<file path="config.mk">
export PLATFORM = sky130hd
export DESIGN_NAME = spike_rx_ni
export DESIGN_NICKNAME = d
export VERILOG_FILES = /design/src/rtl/spike_rx_ni.sv
export SDC_FILE = /design/constraint.sdc
export NUM_CORES = 1
export LEC_CHECK = 0
export CORE_UTILIZATION = 30
export CTS_BUF_LIST = sky130_fd_sc_hd__clkbuf_16
export DETAILED_ROUTE_END_ITERATION = 8
export PLACE_DENSITY = 0.61
export SYNTH_ARGS = -nofsm -noshare
export SYNTH_HDL_FRONTEND = slang
export SYNTH_SLANG_ARGS = --single-unit
export TNS_END_PERCENT = 10
</file>
<file path="constraint.sdc">
create_clock -name clk -period 3.5 [get_ports clk]
set_input_delay 0.7 -clock clk [delete_from_list [all_inputs] [get_ports clk]]
set_output_delay 0.7 -clock clk [all_outputs]
set_load 0.05 [all_outputs]
</file>
<file path="src/rtl/spike_rx_ni.sv">
// spike_rx_ni -- ejection-side network interface for one mesh node.
//
// Single-flit spike packets from the router's local output port are accepted
// with a valid/ready handshake and buffered in a FIFO. The node CPU drains the
// FIFO through a memory-mapped port that uses the data-memory busywait
// handshake (one wait cycle per access).
//
// Register map (mem_address[3:2]):
//   0 POP    : head flit, removed from the FIFO (0 when empty)
//   1 STATUS : [7:0] count, [15:8] drop count, [16] empty, [17] full
//   2 PEEK   : head flit, left in place (0 when empty)
//   3 CLEAR  : write zeroes the drop count, read returns 0
//
// Ports:
//   clk, rst_n          clock, asynchronous active-low reset
//   in_valid/in_data    flit from router: [31:24] dest, [23:16] src, [15:0] neuron
//   in_ready            NI can take a flit this cycle (FIFO not full)
//   mem_read/mem_write  CPU request, held until mem_busywait drops
//   mem_address         byte address, [3:2] selects the register
//   mem_writedata       unused; a write is only a strobe
//   mem_readdata        registered read data
//   mem_busywait        CPU must stall
//   spike_pending       registered FIFO-non-empty flag
//
// Build option: define SPIKE_RX_DEST_CHECK_EN to discard flits whose
// destination differs from NODE_ID and count them in the drop counter.
// Without it every accepted flit is stored and the drop count stays 0.

module spike_rx_ni #(
  parameter int DATA_WIDTH = 32,
  parameter int FIFO_DEPTH = 8,
  parameter int NODE_ID    = 0
) (
  input  logic                  clk,
  input  logic                  rst_n,
  input  logic                  in_valid,
  input  logic [DATA_WIDTH-1:0] in_data,
  output logic                  in_ready,
  input  logic                  mem_read,
  input  logic                  mem_write,
  input  logic [3:0]            mem_address,
  input  logic [DATA_WIDTH-1:0] mem_writedata,
  output logic [DATA_WIDTH-1:0] mem_readdata,
  output logic                  mem_busywait,
  output logic                  spike_pending
);

  localparam int AW = $clog2(FIFO_DEPTH);
  localparam int CW = AW + 1;

  typedef enum logic {IDLE, ACK} state_t;

  state_t                  state_reg, state_next;
  logic [DATA_WIDTH-1:0]   fifo_mem [FIFO_DEPTH];
  logic [AW-1:0]           wr_ptr_reg, rd_ptr_reg;
  logic [CW-1:0]           count_reg, count_next;
  logic [7:0]              drop_cnt;
  logic [DATA_WIDTH-1:0]   readdata_reg;
  logic                    pending_reg;

  logic        empty, full, push, store, pop, access, rd_access, wr_access, clear_hit;
  logic [1:0]  sel;
  logic [DATA_WIDTH-1:0] head, read_mux;

  assign sel       = mem_address[3:2];
  assign empty     = (count_reg == '0);
  assign full      = (count_reg == CW'(FIFO_DEPTH));
  // Ready depends only on the registered count, so a pop in the same cycle
  // does not open a slot until the next cycle.
  assign in_ready  = !full;
  assign push      = in_valid && in_ready;

  assign access    = (state_reg == IDLE) && (mem_read || mem_write);
  assign rd_access = access && mem_read;               // read wins over write
  assign wr_access = access && !mem_read && mem_write;
  assign clear_hit = wr_access && (sel == 2'd3);
  assign pop       = rd_access && (sel == 2'd0) && !empty;
  assign head      = fifo_mem[rd_ptr_reg];

`ifdef SPIKE_RX_DEST_CHECK_EN
  logic dest_ok;
  logic [7:0] drop_cnt_reg;

  assign dest_ok  = (in_data[31:24] == 8'(NODE_ID));
  assign store    = push && dest_ok;
  assign drop_cnt = drop_cnt_reg;

  // CLEAR has priority over a drop on the same edge; the counter sticks at 255.
  always_ff @(posedge clk or negedge rst_n) begin
    if (!rst_n)
      drop_cnt_reg <= 8'd0;
    else if (clear_hit)
      drop_cnt_reg <= 8'd0;
    else if (push && !dest_ok && (drop_cnt_reg != 8'hFF))
      drop_cnt_reg <= drop_cnt_reg + 8'd1;
  end

  logic unused_ok;
  assign unused_ok = &{1'b0, mem_writedata, mem_address[1:0]};
`else
  assign store    = push;
  assign drop_cnt = 8'd0;

  logic unused_ok;
  assign unused_ok = &{1'b0, mem_writedata, mem_address[1:0], clear_hit, 8'(NODE_ID)};
`endif

  // Storage array has no reset; validity is tracked by the pointers and count.
  always_ff @(posedge clk) begin
    if (store)
      fifo_mem[wr_ptr_reg] <= in_data;
  end

  always_comb begin
    count_next = count_reg;
    case ({store, pop})
      2'b10:   count_next = count_reg + 1'b1;
      2'b01:   count_next = count_reg - 1'b1;
      default: count_next = count_reg;
    endcase
  end

  always_comb begin
    read_mux = '0;
    case (sel)
      2'd0, 2'd2: read_mux = empty ? '0 : head;
      2'd1:       read_mux = {14'd0, full, empty, drop_cnt, 8'(count_reg)};
      default:    read_mux = '0;
    endcase
  end

  always_comb begin
    state_next   = state_reg;
    mem_busywait = 1'b0;
    case (state_reg)
      IDLE: begin
        mem_busywait = mem_read || mem_write;
        if (mem_read || mem_write)
          state_next = ACK;
      end
      ACK:     state_next = IDLE;
      default: state_next = IDLE;
    endcase
  end

  always_ff @(posedge clk or negedge rst_n) begin
    if (!rst_n) begin
      state_reg    <= IDLE;
      wr_ptr_reg   <= '0;
      rd_ptr_reg   <= '0;
      count_reg    <= '0;
      readdata_reg <= '0;
      pending_reg  <= 1'b0;
    end else begin
      state_reg   <= state_next;
      count_reg   <= count_next;
      pending_reg <= !empty;
      if (store)
        wr_ptr_reg <= wr_ptr_reg + 1'b1;
      if (pop)
        rd_ptr_reg <= rd_ptr_reg + 1'b1;
      if (rd_access)
        readdata_reg <= read_mux;
    end
  end

  assign mem_readdata  = readdata_reg;
  assign spike_pending = pending_reg;

endmodule

</file>
==> impl_metrics.csv <==
group,metric,value,unit
final_layout,nNetsFinal,725,
power_and_ir_drop,comb_power_share,30.4,%
timing,fin_crit,3.19,ns
worst_setup_path,reg2reg_from,"count_reg[0]$_DFFE_PN0P_",
timing,drv_slew,0,
global_routing,use_met2,19.5,%
synthesis,netlist_top_cells_area,"edfxtp_1, dfrtp_1, mux4_2",
floorplan,start_util,30.7,%
worst_setup_path,worstPathCellList,"or4b_1 -> clkdlybuf4s50_1",
synthesis,ys_warn_count,0,
clock_network,postCtsResizedCells,0,
synthesis,postSynth.asyncResetShare,14.7,%
routing,antenna_left,0,
synthesis,syn_inst,547,
global_routing,grtUsageMet1,17.6,%
placed_design,numPortBuffers,73,
worst_setup_path,worstPathRequired,2.80,ns
final_layout,seqCellArea,8790,um2
floorplan,die_y,199,um
routing,drt-initial-drc-count,361,
timing,slew_headroom,30.3,%
global_routing,antenna_found_initial,2,
synthesis,yosysMostFrequentCell,"edfxtp_1",
final_layout,finalNonFillerCells,1180,
clock_network,cts_root_buffer,"clkbuf_16",
floorplan,num_io_pins,108,
worst_setup_path,arrival,2.49,ns
placed_design,place_congestion,0.699,
worst_setup_path,cp-startpoint,"count_reg[0]$_DFFE_PN0P_",
power_and_ir_drop,switching_share,32.0,%
global_routing,track_usage,12.4,%
placed_design,hpwl,13600,um
clock_network,cts_tree,"built",
final_layout,largest_reg_flops,256,
synthesis,synth_common_cells,"edfxtp_1, nand2_1, dfrtp_1",
hold_path,min_path_type,"in -> async",
routing,route.detailed.drc,0,
routing,wire_per_inst,20.2,um
global_routing,grt_max_degree,43,
final_layout,area_delta_synth_final,20.5,%
run_status,status,"finished, final reports clean",
global_routing,grt_remaining_overflow,0,
routing,wl,23900,um
synthesis,syn_nets,626,
worst_setup_path,cp_slowest_stage_delay,0.77,ns
worst_setup_path,crit_fanout,6,
worst_setup_path,endpoint_kind,"primary output",
clock_network,cts_buffer_depth,3,
timing,setup_violations,0,
clock_network,numClockSinks,300,
timing,fmax,0.313,GHz
synthesis,ys.flop_type,"edfxtp_1",
worst_setup_path,crit_path_top_delay_cell,"clkdlybuf4s50_1",
placed_design,post-place-cells,1126,
routing,first_pass_iters,4,
synthesis,synth_top_area_share,66.2,%
clock_network,numCtsBuffers,29,
global_routing,met3_usage,2.42,%
job,maxCapViolCount,0,
final_layout,fillerInstances,3556,
floorplan,num_rows,71,
final_layout,drive_above_1_share,23.3,%
timing,setup_slack,0.306,ns
clock_network,cts_hold_buffers,0,
synthesis,synth_edf_count,256,
power_and_ir_drop,power.leakage,4.69,nW
synthesis,yosys_register_bits,300,
clock_network,clk_pin_slew,0.06,ns
timing,hold_violations,0,
floorplan,die-area,39500,um2
synthesis,synth.largest_area_cell,"edfxtp_1",
global_routing,grt_pass1_wl,36000,um
synthesis,synthesis.area,11600,um2
power_and_ir_drop,powerDensity,807,nW/um2
global_routing,busiest_layer,"met2",
final_layout,postLayoutCoreUtil,37.0,%
floorplan,core-area,37800,um2
synthesis,syn_avg_cell_area,21.2,um2
timing,rsz0062_at_grt,"no",
synthesis,yosysUniqueCellTypes,35,
power_and_ir_drop,p_int,7.68,mW
global_routing,grt_pass1_vias,5685,
worst_setup_path,critical_path_class,"reg -> out",
power_and_ir_drop,peakVddDrop,0.415,mV
synthesis,yosysSeqAreaShare,75.7,%
clock_network,post_cts_buffers,0,
power_and_ir_drop,switching_power,3.62,mW
timing,worst_pin_slew,1.04,ns
routing,vias_per_cell,4.68,
floorplan,dieWidth,199,um
final_layout,multi_input_area,2690,um2
timing,min_period_over_period,91.3,%
worst_setup_path,crit_path_start_kind,"flip-flop",
placed_design,dp_slack,0.274,ns
timing,skew,0.0183,ns
power_and_ir_drop,p_seq_share,43.8,%
clock_network,clk_latency,0.55,ns
clock_network,h-tree-depth,1,
final_layout,n_antenna_cell,0,
routing,vias,5528,
power_and_ir_drop,clkPwrFrac,25.8,%
==> power by group through the flow <==
| stage | Clock (mW) | Sequential, mW | Combinational [mW] |
|---|---|---|---|
| floorplan | 0 | 5.53 | 1.83 |
| global placement | 0 | 5.01 | 3.48 |
| detailed placement | 0 | 5.03 | 3.50 |
| CTS | 2.98 | 4.96 | 3.51 |
| global route | 3.12 | 5.02 | 3.66 |
| finish | 2.91 | 4.94 | 3.44 |
==> worst paths after layout <==
| check | slack, ns | depth (start not counted) | to |
|---|---|---|---|
| hold / removal | 0.34 | 1 | mem_readdata[6]$_DFFE_PN0P_ |
| min in group clk | 0.43 | 1 | state_reg$_DFF_PN0_ |
| setup reg to reg | 0.71 | 7 | count_reg[3]$_DFFE_PN0P_ |
| hold reg to reg | 0.43 | 1 | state_reg$_DFF_PN0_ |
| setup / recovery | 0.31 | 2 | in_ready |
| max in group asynchronous | 2.38 | 1 | rd_ptr_reg[0]$_DFFE_PN0P_ |
==> cells in the final DEF (no fill, tap or decap), drive strengths merged <==
master	n
nand4b	1
nand2b	5
or4b	1
nand2	65
xnor2	3
mux4	64
nor4	4
buf	22
bufinv	2
xor2	2
fa	1
ha	5
a21oi	1
clkdlybuf4s50	72
mux2i	1
nor4b	1
edfxtp	256
mux2	2
nor3	3
or3	1
nor2	8
o311ai	1
nand3	3
clkbuf	29
o21ai	3
clkinv	13
nor3b	2
dfrtp	44
or2	1
inv	15
clkinvlp	1
a22oi	37
==> area by class of cell <==
type	count	area share (%)
sequential	300	62.8
timing repair buffer	94	6.85
multi-input combinational	215	19.2
clock inverter	25	1.16
tap	511	4.57
clock buffer	29	5.19
inverter	6	0.161
==> logic make-up after synthesis <==
logic type      Yosys count  share of synthesized area [%]
mux                      67                           13.5
flops                   300                           75.7
xor+xnor                  5                          0.377
fa+ha+maj                 6                          0.711
compound gates           42                           3.93
simple gates             95                           4.10
buf+inv                  32                           1.66
==> through the flow <==
stage	power (mW)	setup TNS [ns]	area [um2]	hold WS, ns
floorplan	7.36	-7.38	11600	0.404
finish	11.3	0	14000	0.344
detailed placement	8.54	0	13100	0.436
global placement	8.49	0	13100	0.444
global route	11.8	0	14000	0.414
CTS	11.5	0	14000	0.382
==> worst max-delay path, delay by kind of cell, from the launching register on <==
kind                   cells  cell delay (ns)
DFF                        1             0.47
buffers and inverters      1             0.77
and+or+nand+nor            1             0.71
==> layer usage <==
layer / part of all wire (%) / vias to the layer above / routed length [um]
li1: - / 2429 / -
met1: 46 / 2915 / 10900
met2: 47 / 141 / 11100
met3: 5.7 / 39 / 1360
met4: 2.0 / 4 / 486
met5: 0.11 / - / 26
(Power assumes the default switching activity.)
